**config.mk**
```make
export PLATFORM = sky130hd
export DESIGN_NAME = moving_average_multichannel
export DESIGN_NICKNAME = d
export VERILOG_FILES = /design/src/rtl/moving_average_multichannel.sv
export SDC_FILE = /design/constraint.sdc
export NUM_CORES = 1
export LEC_CHECK = 0
export CAP_MARGIN = 20
export CORE_MARGIN = 4
export CORE_UTILIZATION = 63
export CTS_CLUSTER_DIAMETER = 100
export CTS_CLUSTER_SIZE = 8
export DETAILED_ROUTE_END_ITERATION = 16
export MAX_ROUTING_LAYER = met4
export PLACE_DENSITY = 0.8
export SLEW_MARGIN = 20
export SYNTH_ARGS = -nofsm -noshare
export SYNTH_HDL_FRONTEND = slang
export SYNTH_SLANG_ARGS = --single-unit
```
**constraint.sdc**
```tcl
create_clock -name clk -period 7.4 [get_ports clk]
set_input_delay 1.85 -clock clk [delete_from_list [all_inputs] [get_ports clk]]
set_output_delay 1.85 -clock clk [all_outputs]
set_load 0.005 [all_outputs]
```
**src/rtl/moving_average_multichannel.sv**
```systemverilog
// moving_average_multichannel
//
// Time-multiplexed moving-average filter. Each of Channels independent
// channels keeps its own circular sample buffer (2^MaxExponent deep), write
// pointer, fill count and running-sum accumulator. A sample arriving on
// channel c updates only channel c's state. The result is available one
// cycle later: the running sum of the last N = 2^e samples, divided by N.
// Before N samples have arrived, missing samples count as zero.
//
// Build option:
//   MOVING_AVERAGE_ROUNDING_EN  defined   -> d_out = (sum + N/2) >> e
//                               undefined -> d_out = sum >> e (floor)
//
// Ports:
//   clk          single clock, rising edge
//   reset        asynchronous active-high reset
//   flush        synchronous clear of every channel's accumulator/pointer/fill
//   win_exp      runtime window exponent e (clamped to MaxExponent)
//   in_valid     sample strobe
//   in_channel   channel of d_in (values >= Channels are ignored)
//   d_in         sample
//   out_valid    result strobe, exactly one cycle after an accepted sample
//   out_channel  channel of d_out
//   d_out        window average
//   out_primed   window already held N samples when d_out was computed
//
// Handshake: in_valid and out_valid are plain one-cycle strobes with no
// back-pressure. Every accepted sample (in_valid=1, in_channel < Channels,
// no flush in that cycle) yields exactly one out_valid pulse on the next
// rising edge; out_valid is low in every other cycle.

module moving_average_multichannel #(
  parameter int MaxExponent = 4,
  parameter int DataWidth   = 16,
  parameter int Channels    = 4,
  parameter int Signed      = 0,
  localparam int ExpW = $clog2(MaxExponent + 1),
  localparam int ChW  = (Channels > 1) ? $clog2(Channels) : 1
) (
  input  logic                 clk,
  input  logic                 reset,
  input  logic                 flush,
  input  logic [ExpW-1:0]      win_exp,
  input  logic                 in_valid,
  input  logic [ChW-1:0]       in_channel,
  input  logic [DataWidth-1:0] d_in,
  output logic                 out_valid,
  output logic [ChW-1:0]       out_channel,
  output logic [DataWidth-1:0] d_out,
  output logic                 out_primed
);

  localparam int Depth = 1 << MaxExponent;
  localparam int PtrW  = MaxExponent;
  localparam int AccW  = DataWidth + MaxExponent;
  localparam int FillW = MaxExponent + 1;

  // Per-channel state
  logic [DataWidth-1:0] buf_q  [Channels][Depth];
  logic [AccW-1:0]      acc_q  [Channels];
  logic [PtrW-1:0]      ptr_q  [Channels];
  logic [FillW-1:0]     fill_q [Channels];
  logic [ExpW-1:0]      win_exp_q;

  // Output registers
  logic                 out_valid_q;
  logic [ChW-1:0]       out_channel_q;
  logic [DataWidth-1:0] d_out_q;
  logic                 out_primed_q;

  // Combinational next-state for the addressed channel
  logic [ExpW-1:0]      e_eff;
  logic [FillW-1:0]     n_val;
  logic                 ch_ok;
  logic                 flush_eff;
  logic                 take;
  logic [ChW-1:0]       idx;
  logic [PtrW-1:0]      old_ptr;
  logic [DataWidth-1:0] old_smp;
  logic [AccW-1:0]      acc_d;
  logic [FillW-1:0]     fill_d;
  logic [AccW-1:0]      acc_rnd;
  logic [DataWidth-1:0] d_out_d;

  function automatic logic [AccW-1:0] ext(input logic [DataWidth-1:0] v);
    if (Signed != 0) begin
      return {{MaxExponent{v[DataWidth-1]}}, v};
    end
    return {{MaxExponent{1'b0}}, v};
  endfunction

  always_comb begin
    e_eff     = (32'(win_exp) > MaxExponent) ? ExpW'(MaxExponent) : win_exp;
    n_val     = FillW'(1) << e_eff;
    ch_ok     = 32'(in_channel) < Channels;
    // A new window size invalidates every running sum, so it behaves as flush.
    flush_eff = flush || (win_exp != win_exp_q);
    take      = in_valid && ch_ok && !flush_eff;
    idx       = ch_ok ? in_channel : '0;

    // The sample leaving the window sits N slots behind the write pointer.
    // When N = Depth this is the slot about to be overwritten, read first.
    old_ptr   = ptr_q[idx] - n_val[PtrW-1:0];
    old_smp   = (fill_q[idx] >= n_val) ? buf_q[idx][old_ptr] : '0;
    acc_d     = acc_q[idx] + ext(d_in) - ext(old_smp);
    fill_d    = (fill_q[idx] >= n_val) ? n_val : fill_q[idx] + FillW'(1);

`ifdef MOVING_AVERAGE_ROUNDING_EN
    acc_rnd   = (e_eff != '0) ? acc_d + (AccW'(1) << (e_eff - ExpW'(1))) : acc_d;
`else
    acc_rnd   = acc_d;
`endif

    if (Signed != 0) begin
      d_out_d = DataWidth'($signed(acc_rnd) >>> e_eff);
    end else begin
      d_out_d = DataWidth'(acc_rnd >> e_eff);
    end
  end

  // Sample storage needs no reset: the fill count gates every read.
  always_ff @(posedge clk) begin
    if (take) begin
      buf_q[idx][ptr_q[idx]] <= d_in;
    end
  end

  always_ff @(posedge clk or posedge reset) begin
    if (reset) begin
      for (int c = 0; c < Channels; c++) begin
        acc_q[c]  <= '0;
        ptr_q[c]  <= '0;
        fill_q[c] <= '0;
      end
      win_exp_q     <= '0;
      out_valid_q   <= 1'b0;
      out_channel_q <= '0;
      d_out_q       <= '0;
      out_primed_q  <= 1'b0;
    end else begin
      win_exp_q   <= win_exp;
      out_valid_q <= take;
      if (flush_eff) begin
        for (int c = 0; c < Channels; c++) begin
          acc_q[c]  <= '0;
          ptr_q[c]  <= '0;
          fill_q[c] <= '0;
        end
      end else if (take) begin
        acc_q[idx]    <= acc_d;
        ptr_q[idx]    <= ptr_q[idx] + PtrW'(1);
        fill_q[idx]   <= fill_d;
        out_channel_q <= idx;
        d_out_q       <= d_out_d;
        out_primed_q  <= (fill_d >= n_val);
      end
    end
  end

  assign out_valid   = out_valid_q;
  assign out_channel = out_channel_q;
  assign d_out       = d_out_q;
  assign out_primed  = out_primed_q;

endmodule

```
==> impl_metrics.ini <==
[outcome]
outcome = complete, no violations

[clock_network]
clock_path_buffers = 3
cts_sinks = 1163
numCtsBuffers = 163
clk_latency_ps = 740
cts_tree = built
cts_root_buf = clkbuf_16
htree_levels = 4
clkTransAtPathRegs_ps = 50
hold_buffers = 0

[yosys]
synth_compound_area_frac = 0.0341
synthesis.yosys.warnings = 0
synth_commonest_cells = 1024 x edfxtp_1, 365 x mux4_2, 139 x dfrtp_1, 100 x nand2_1, 97 x nor2_1
synth_seq_cells = 1163
muxShareOfSynthArea = 0.178
synth_edf_count = 1024
async_flop_share = 0.120
synth_area_um2 = 47400
synth_flop_cell = edfxtp_1
synth_top_area_frac = 0.649
synth_fp_nets = 2430
synth_top_family_by_area = multiplexers
synth.area.top_cells = edfxtp_1 65%, mux4_2 17%, dfrtp_1 7.3%
avgSynthCellArea_um2 = 20.1
synth_cell_type_count = 58
yosys.area.top_type = edfxtp_1
synth_cells = 2353
seq_area_frac_synth = 0.722
synth_xor_area_frac = 0.00552
synthAdderAreaFrac = 0.0164
synth.most_common_cell = edfxtp_1
yosys.area_share.simple = 0.0257

[critical_path]
crit_buf_inv = 9
critPathTopFamily = multiplexers
cp.arrival_ps = 7920
reg2reg_depth = 24
crit_type = in -> reg
critPathSlowestCell = mux4_2
slowest_delay_ps = 580
cp_common_cell = mux4_2
cp-end-kind = flop
crit_cells = 25
critPathLaunchType = input port
cp_max_fo = 5
worstPathRequired_ps = 8020

[routing]
wl_per_cell_um = 36.6
dr.pass1.iters = 8
final_antenna_net_count = 0
drcViolationCount = 0
num_vias = 26700
first_iter_violations = 4558
routed_wl_mm = 136
drt-vias-per-instance = 7.18

[sta]
finClkSkew_ps = 22.3
max-slew-margin-rel = 0.103
setup_slack_ps = 102
fmax_mhz = 137
worstMarginPinSlew_ps = 1340
fin_crit_ps = 7300
drv_slew = 0
fin_tns_setup_ps = 0
fin_crit_sh = 0.986
setup_violations = 0
hold_viol = 0

[cells_and_area]
nets = 2779
drive_above_1_share = 0.324
utilization = 0.745
syn_to_final_growth_pct = 17.0
final_cells = 3718
finalInstanceArea_um2 = 55500

[pwr]
p_per_area_nw_per_um2 = 283
peakVddDrop_uv = 204
leakage_nw = 19.1

[floorplanning]
die-area_um2 = 79700
die_h_um = 282
start_util = 0.637
row_count = 100
boundaryPins = 45
die_w_um = 282
core_region_area_um2 = 74400

[place]
placedCellCount = 3488
dp_hpwl_mm = 75.8
placed_area_um2 = 50700
place_congestion = 0.893
pre_cts_ws_ps = -782
io_buffers = 44

[grt]
grt_pass1_vias = 27100
grt_pass1_wl_mm = 195
grt-ovfl-total = 0
antenna_found_initial = 8
grt_start_max_net_pins = 97
grtUsageTotal = 0.357

[run]
cap_violations = 0

[worst_hold_path]
worstHoldPathType = reg -> reg
whs_path_depth = 2
==> flip-flops by register name, summed over array words and instances (netlist names) <==
register,cells
buf_q,1024
acc_q,80
fill_q,20
d_out,16
ptr_q,16
win_exp_q,3
out_channel,2
out_primed,1
out_valid,1
==> worst paths after layout <==
path / slack [ps] / end / from
max in group asynchronous: 4590 / acc_q[57] / reset
worst min register to register: 470 / acc_q[13] / acc_q[13]
min in group asynchronous: 1660 / win_exp_q[1] / reset
worst max register to register: 940 / d_out[11] / ptr_q[4]
worst min-delay path: 470 / acc_q[13] / acc_q[13]
worst max-delay path: 100 / d_out[11] / in_channel[0]
==> cell usage in the layout, fill, tap and decap left out, types with 6 or more instances in the layout <==
cell type and n:
buf_12 15, xnor2_1 9, nand3_1 11, ha_1 31, mux2i_1 13, clkbuf_16 166
a22oi_1 6, fa_1 15, o21ai_0 70, mux2_2 6, a21oi_1 24, nor3_1 11
clkbuf_1 25, dfrtp_1 139, xor2_1 13, clkdlybuf4s50_1 23, nand2_1 100, a21o_1 9
a211oi_1 11, mux4_2 365, o21ai_1 16, inv_1 81, a22o_1 62, buf_2 16
o21a_1 6, nor2_1 95, diode_2 9, edfxtp_1 1024, nor2b_1 19, buf_4 244
==> per-stage QoR <==
stage	hold WS [ps]	power (mW)
final	474	15.7
after global routing	494	16.1
after CTS	476	15.6
after detailed placement	466	8.95
after global placement	457	8.90
after floorplan	445	8.21
==> metal layers <==
| metal | global-route usage | wire (µm) |
|---|---|---|
| met1 | 0.479 | 46500 |
| met2 | 0.546 | 66100 |
| met3 | 0.0814 | 16600 |
| met4 | 0.148 | 6960 |
| met5 | - | 0 |
==> cells by family after synthesis <==
kind of cell / Yosys count
flops: 1163
fa+ha+maj: 52
buf+inv: 213
mux: 384
compound gates: 239
xor+xnor: 29
simple gates: 273
==> what timing repair did <==
| item | CTS | global route |
|---|---|---|
| gates cloned | 1 | 2 |
| gates resized for setup | 3 | 21 |
| pin swaps | 2 | 10 |
| buffers inserted | 2 | 13 |
| hold endpoints to repair | 0 | 0 |
| endpoints found under the setup margin | 7 | 40 |
==> final cells by class <==
cell class / instances / area, µm²
multi-input combinational: 977 / 12600
fill: 3820 / 19000
inverter: 87 / 334
tap: 969 / 1210
clock inverter: 14 / 251
sequential: 1163 / 34200
antenna: 9 / 22.5
clock buffer: 189 / 4200
timing repair buffer: 310 / 2630
==> worst min-delay path, delay by kind of cell (launching register included) <==
family,cells,cell delay (ps)
AO/OA/AOI/OAI,1,60
flip-flops,1,330
AND/OR/NAND/NOR,1,40
==> report_power, final <==
part           total [mW]  switching (mW)  internal (mW)  leakage, nW
Combinational        1.70           0.921          0.782         5.87
Clock                6.75            2.78           3.97         2.15
Sequential           7.24          0.0347           7.21         11.1
(Power assumes the default switching activity.)
